### src/rtl/vx_perf_memsys_ctr.sv
// Memory-system performance counter bank: event/latency counters,
// shadow snapshot, sticky overflow, outstanding-request tracking.
module vx_perf_memsys_ctr #(
  parameter int NUM_EVENTS = 14,
  parameter int CTR_BITS   = 44,
  parameter int INC_BITS   = 4,
  parameter int PEND_BITS  = 8,
  parameter bit SATURATE   = 1'b0,
  parameter int SEL_BITS   = $clog2(NUM_EVENTS+1)
) (
  input  logic                           clk,
  input  logic                           reset_n,
  input  logic                           enable,
  input  logic                           clear,
  input  logic                           snapshot,
  input  logic [NUM_EVENTS*INC_BITS-1:0] evt_inc,
  input  logic                           mem_req_fire,
  input  logic                           mem_rsp_fire,
  input  logic [SEL_BITS-1:0]            rd_sel,
  output logic [CTR_BITS-1:0]            rd_data,
  output logic [NUM_EVENTS:0]            ovf,
  output logic [PEND_BITS-1:0]           pending,
  output logic                           pend_err
);

  localparam int NC = NUM_EVENTS + 1;
  localparam logic [CTR_BITS-1:0] CTR_MAX = '1;
  localparam logic [PEND_BITS-1:0] PEND_MAX = '1;
  localparam logic [SEL_BITS-1:0] LAT_SEL = SEL_BITS'(NUM_EVENTS);

  logic [CTR_BITS-1:0] live     [NC];
  logic [CTR_BITS-1:0] shadow   [NC];
  logic [CTR_BITS-1:0] live_nxt [NC];
  logic [NUM_EVENTS:0] carry;

  logic req_only;
  logic rsp_only;

  assign req_only = mem_req_fire & ~mem_rsp_fire;
  assign rsp_only = mem_rsp_fire & ~mem_req_fire;

  // Latency slot uses the pending count registered at cycle start.
  for (genvar k = 0; k < NC; k++) begin : g_ctr
    logic [CTR_BITS-1:0] inc;
    logic [CTR_BITS:0]   sum;
    if (k < NUM_EVENTS) begin : g_evt
      assign inc = CTR_BITS'(evt_inc[k*INC_BITS +: INC_BITS]);
    end else begin : g_lat
      assign inc = CTR_BITS'(pending);
    end
    assign sum = {1'b0, live[k]} + {1'b0, inc};
    assign carry[k] = sum[CTR_BITS];
    assign live_nxt[k] =
      (SATURATE && carry[k]) ? CTR_MAX : sum[CTR_BITS-1:0];
  end

  // Live bank and sticky overflow; clear beats accumulation.
  always_ff @(posedge clk or negedge reset_n) begin
    if (!reset_n) begin
      for (int k = 0; k < NC; k++) live[k] <= '0;
      ovf <= '0;
    end else if (clear) begin
      for (int k = 0; k < NC; k++) live[k] <= '0;
      ovf <= '0;
    end else if (enable) begin
      for (int k = 0; k < NC; k++) live[k] <= live_nxt[k];
      ovf <= ovf | carry;
    end
  end

  // Shadow bank captures the pre-edge live values.
  always_ff @(posedge clk or negedge reset_n) begin
    if (!reset_n) begin
      for (int k = 0; k < NC; k++) shadow[k] <= '0;
    end else if (snapshot) begin
      for (int k = 0; k < NC; k++) shadow[k] <= live[k];
    end
  end

  // Registered read of the shadow bank; out-of-range selects read 0.
  always_ff @(posedge clk or negedge reset_n) begin
    if (!reset_n) begin
      rd_data <= '0;
    end else if (rd_sel <= LAT_SEL) begin
      rd_data <= shadow[rd_sel];
    end else begin
      rd_data <= '0;
    end
  end

  // Outstanding requests; ignores enable and clear, holds at limits.
  always_ff @(posedge clk or negedge reset_n) begin
    if (!reset_n) begin
      pending  <= '0;
      pend_err <= 1'b0;
    end else begin
      unique case (1'b1)
        req_only: begin
          if (pending == PEND_MAX) pend_err <= 1'b1;
          else pending <= pending + PEND_BITS'(1);
        end
        rsp_only: begin
          if (pending == '0) pend_err <= 1'b1;
          else pending <= pending - PEND_BITS'(1);
        end
        default: ;
      endcase
    end
  end

endmodule

### config.mk
export PLATFORM = sky130hd
export DESIGN_NAME = vx_perf_memsys_ctr
export DESIGN_NICKNAME = d
export VERILOG_FILES = /design/src/rtl/vx_perf_memsys_ctr.sv
export SDC_FILE = /design/constraint.sdc
export NUM_CORES = 2
export LEC_CHECK = 0
export BUFFER_PORTS_ARGS = -buffer_cell sky130_fd_sc_hd__buf_2
export CORE_MARGIN = 10
export CORE_UTILIZATION = 50
export CTS_BUF_LIST = sky130_fd_sc_hd__clkbuf_8
export DETAILED_ROUTE_END_ITERATION = 6
export PLACE_DENSITY = 0.67
export SLEW_MARGIN = 20
export SYNTH_ARGS = -nofsm -noshare
export SYNTH_HDL_FRONTEND = slang
export SYNTH_SLANG_ARGS = --single-unit
### constraint.sdc
create_clock -name clk -period 3.2 [get_ports clk]
set_clock_uncertainty 0.15 [all_clocks]
set_input_delay 0.32 -clock clk [delete_from_list [all_inputs] [get_ports clk]]
set_output_delay 0.32 -clock clk [all_outputs]
set_load 0.02 [all_outputs]
* Yosys cells after proc, flatten, opt, wreduce, memory -nomap -nowiden
Index checks and enable logic that the tools add are counted.
** Cells by class
- Add/subtract/negate cells :: 17
- Magnitude comparators :: 2
- Equal/unequal tests :: 5
- Mux-type cells :: 14
- Bitwise operators :: 6
- Reduce and logical (&&, ||, !) cells :: 5
** Operator list (number)
- 2-to-1 mux 660 bit :: 2
- adder 44 x 4 -> 45 bit :: 14
- binary-select mux 44 bit (select 4 bit) :: 1
- 2-to-1 mux 44 bit :: 3
- adder 44 x 8 -> 45 bit :: 1
- 2-to-1 mux 15 bit :: 2
- 2-to-1 mux 8 bit :: 2
- case mux 8 bit (2 select lines) :: 1
- bitwise OR 15 bit :: 1
- adder 8 x 1 -> 8 bit (second input constant) :: 1
- == test 8 bit (second input constant) :: 1
- logical NOT 8 bit :: 1
- subtractor 8 x 1 -> 8 bit (second input constant) :: 1
- AND reduction 3 bit :: 2
- greater-or-equal comparator 5 bit (second input constant) :: 1
- NOT 4 -> 5 bit :: 1
- less-or-equal comparator 4 bit (second input constant) :: 1
- inequality test 2 x 1 -> 1 bit (second input constant) :: 2
- inequality test 2 bit (second input constant) :: 2
- nonzero test 2 bit :: 2
- bitwise AND 1 bit :: 2
- 2-to-1 mux 1 bit :: 2
- NOT 1 bit :: 2
- case mux 1 bit (2 select lines) :: 1
** Word-level totals
- Bits in registers :: 1388
- Bits of input ports :: 67
- Output and inout bits :: 68
- Logic and storage cells :: 83

* Logic depth before layout (Yosys ltp)
- Depth in word-level cells :: 5
- Mapped depth :: 10
- Mapped depth without buffers :: 9

* Worst setup path before layout
OpenSTA, ideal clock, no wires.
- Path type :: reg-to-reg
- Start point :: reg pending[0]
- End point :: reg live[18] in the netlist's numbering
- Library setup time :: 0.078 ns
- Arrival :: 2.554 ns
- Required time :: 2.972 ns
- Setup slack :: 0.418 ns
- Stages on the path, launching flop included :: 10
- Buffers on the path :: 2
- Clock period less this slack :: 2.782 ns
- Cells stage by stage :: dfrtp_1 -> ha_1 -> fa_1 -> a211oi_1 -> o211ai_1 -> nand2_1 -> clkbuf_1 -> clkbuf_1 -> o21ai_0 -> a21oi_1
** Between the ends
- Word-level cells in the longest chain between the ends :: 3
** Ends and longest elaborated chain
- from (decl) :: RTL line 22 : output logic [PEND_BITS-1:0] pending,
- from (signal assigned) :: RTL line 100 : else pending <= pending + PEND_BITS'(1);
- from (signal assigned) :: RTL line 104 : else pending <= pending - PEND_BITS'(1);
- adder 44 x 8 -> 45 bit :: RTL line 51 : assign sum = {1'b0, live[k]} + {1'b0, inc};
- 2-to-1 mux 660 bit :: RTL line 65 : end else if (enable) begin
- 2-to-1 mux 660 bit :: RTL line 62 : end else if (clear) begin
- to (decl) :: RTL line 31 : logic [CTR_BITS-1:0] live [NC];
No other way between the ends. The select of a mux whose other input is x is not followed.
A chain may end at the register's enable or synchronous reset.

* Worst setup path in the final report
- Start point :: in clear
- End point :: reg live[654] in the netlist's numbering
** Between the ends
- Word-level cells in the longest chain between the ends :: 1
- Elaborated cells between the ends (all ways) :: 2
- Classes of those cells :: 1 x mux; 1 x reduce/logical
** Ends and longest elaborated chain
- from (decl) :: RTL line 14 : input logic clear,
- 2-to-1 mux 660 bit / nonzero test 2 bit (equally long branches)
Parallel ways exist; a longest one is shown, timed or not.

==> impl_metrics.csv <==
group,metric,value,unit
floorplan,start_util,0.5043,
clock_tree,cts_max_path_buffers,3,
placement,dp_hpwl,143.6,mm
timing,fin_tns_setup,0,ns
timing,max_freq,326.6,MHz
synthesis,netlist_area,68480,um2
floorplan,dieArea,152200,um2
critical_path,crit_path_start_kind,"primary input",
hold_path,hold_class,"in2reg",
clock_tree,cts_num_sinks,1388,
final_layout,instances_no_fill,8258,
pwr,ir_drop,0.4425,mV
global_route,grt_pass1_wl,307.3,mm
pwr,power_density,491.2,nW/um2
global_route,grt_use_met2,0.3677,
global_route,grt_use_met1,0.3797,
global_route,overflow,0,
synthesis,synth_common_cells,"dfrtp_1 (1,388), mux2_2 (711), nor2_1 (403), a21oi_1 (310), clkbuf_1 (299)",
critical_path,crit_required,3.88,ns
critical_path,critPathKind,"in2reg",
clock_tree,cts_tree,"yes",
timing,final_hold_viol_count,0,
final_layout,multi_input_area,31870,um2
routing,drc_errors,0,
synthesis,synth_most_common_cell,"dfrtp_1",
clock_tree,post-cts-setup-buffers,0,
synthesis,synth_top_area_frac,0.5072,
placement,dp_cells,7761,
synthesis,synthDistinctLibCells,69,
critical_path,r2r_setup_slack,0.24,ns
routing,routed_wl,201.1,mm
synthesis,yosys.area.top_type,"dfrtp_1",
synthesis,ys_ff_latch,1388,
floorplan,die_x,390.1,um
critical_path,endpoint,"live[654]$_DFFE_PN0P_",
timing,timing.final.crit_period,3.062,ns
clock_tree,clockRootBuffer,"clkbuf_8",
routing,drtPass1Iterations,5,
synthesis,yosys_warnings,0,
timing,slew_headroom,0.2097,
global_route,grt_util_met3,0.06868,
global_route,grt_pass1_vias,49567,
clock_tree,cts_buffers,225,
synthesis,synth_nets,6162,
final_layout,drive_above_1_share,0.2461,
critical_path,crit_path_end_kind,"flop",
final_layout,regArea,34730,um2
synthesis,syn_avg_cell_area,11.40,um2
synthesis,synth.area.top_cells,"dfrtp_1 (51%), mux2_2 (12%), mux4_2 (4.6%)",
placement,placement.io_buffers,134,
critical_path,cp-startpoint,"clear",
routing,drtAntennaViolNets,0,
routing,vias_per_cell,6.265,
pwr,power,38.07,mW
clock_tree,clk-insertion-delay-late,0.97,ns
synthesis,synth_cells,6007,
critical_path,reg2reg_depth,8,
critical_path,r2r-start,"live[440]$_DFFE_PN0P_",
global_route,grt_busiest_layer,"met1",
pwr,leakagePower,34.32,nW
placement,gp_congestion,0.9404,
timing,setup_violations,0,
routing,routedWlPerCell,24.35,um
timing,rsz0062_at_grt,"false",
routing,drt_iter0_drc,5362,
critical_path,r2r-end,"live[474]$_DFFE_PN0P_",
critical_path,crit_arrival,3.74,ns
timing,tightest_slew,1.186,ns
routing,vias,51736,
global_route,grt_max_degree,205,
synthesis,synth_edf_count,0,
status,status,"completed",
job,cap_violations,0,
timing,setup_slack,0.1384,ns
placement,pre_cts_slack,0.1800,ns
global_route,grt.total_usage,0.2604,
timing,finalMaxSlewViolations,0,
clock_tree,h-tree-depth,4,
global_route,grt_antenna_before_repair,15,
timing,fin_crit_sh,0.9568,
floorplan,io_pins,135,
final_layout,fillCellCount,11384,
synthesis,ys_seq_area_frac,0.5072,
floorplan,rows,135,
synthesis,synthFlopType,"dfrtp_1",
synthesis,async_flop_share,1.000,
final_layout,final_net_count,6445,
final_layout,area_growth,13.18,%
clock_tree,clk_pin_slew,0.07,ns
floorplan,die_height,390.1,um
floorplan,core,135800,um2
critical_path,cp_max_fo,47,
final_layout,fin_util,0.5708,
[where the power goes]
group / switching, mW / internal, mW
logic: 2.65 / 1.49
registers: 0.406 / 17.9
clock network: 7.36 / 8.24
[how the worst min path moves through the flow]
| stage | from | to | slack [ns] | cells past startpoint |
|---|---|---|---|---|
| floorplan | reset_n | live[0]$_DFFE_PN0P_ | -0.13 | 0 |
| global placement | reset_n | live[606]$_DFFE_PN0P_ | 0.07 | 1 |
| detailed placement | reset_n | live[606]$_DFFE_PN0P_ | 0.07 | 1 |
| CTS | rd_sel[2] | rd_data[8]$_DFF_PN0_ | 0.04 | 2 |
| global route | rd_sel[2] | rd_data[9]$_DFF_PN0_ | 0.09 | 2 |
| finish | rd_sel[2] | rd_data[16]$_DFF_PN0_ | 0.12 | 4 |
[cell families after synthesis]
logic type,synth area share
fa+ha+maj,0.01783
flops,0.5072
simple gates,0.1383
buf+inv,0.02804
mux,0.1790
xor+xnor,0.03236
compound gates,0.09727
[per-stage QoR]
stage               hold slack [ns]  instance area, um2
floorplan                   -0.1256               68480
CTS                         0.03761               77500
detailed placement          0.07474               72070
finish                       0.1158               77510
global placement            0.07392               72070
global route                0.09355               77500
[worst max-delay path, stage by stage]
cell and delay (ns):
dlygate4sd3_1 0.52, dlygate4sd3_1 0.58, buf_8 0.19, buf_12 0.25
o21ai_0 0.19, nor3_1 0.17, buf_4 0.19, nand4_1 0.49
or4_1 0.59, a21oi_1 0.17
[placed cells by master, fill, tap and decap left out, types with 78 or more instances in the layout]
cell type	instances
a21oi_1	307
buf_2	127
buf_4	155
clkbuf_8	289
dfrtp_1	1388
dlygate4sd3_1	82
inv_1	205
mux2_2	711
mux2i_1	110
mux4_2	140
nand2_1	297
nand3_1	175
nand4_1	168
nor2_1	402
nor4_1	89
o211ai_1	78
o21ai_0	214
o31ai_1	120
or3_1	146
or4_1	136
xnor2_1	112
xor2_1	141
[repair_timing]
action | 4_1_cts | 5_1_grt
gates resized for setup | 0 | 1
hold endpoints to repair | 2125 | 0
endpoints found under the setup margin | 0 | 3
hold buffers | 83 | 0
[registers in the layout, indices dropped and copies added (netlist names)]
| signal | cells |
|---|---|
| rd_data | 44 |
| live | 660 |
| pend_err | 1 |
| pending | 8 |
| ovf | 15 |
| shadow | 660 |
[cell type report]
type                    instances  share of cell area
repair buffers                412             0.04578
multi-input cells            4122              0.4112
well taps                    1781             0.02875
clock buffers                 289             0.05132
inverters                     141            0.006860
diodes                          5           0.0001614
clock inverters               120            0.007813
flip-flops and latches       1388              0.4481
[routing by layer]
layer	vias up	share of wire
li1	22957	-
met2	1950	0.42
met1	26461	0.44
met5	-	0.00032
met4	10	0.040
met3	358	0.094
Note: power is estimated with default switching activity, not from simulation.
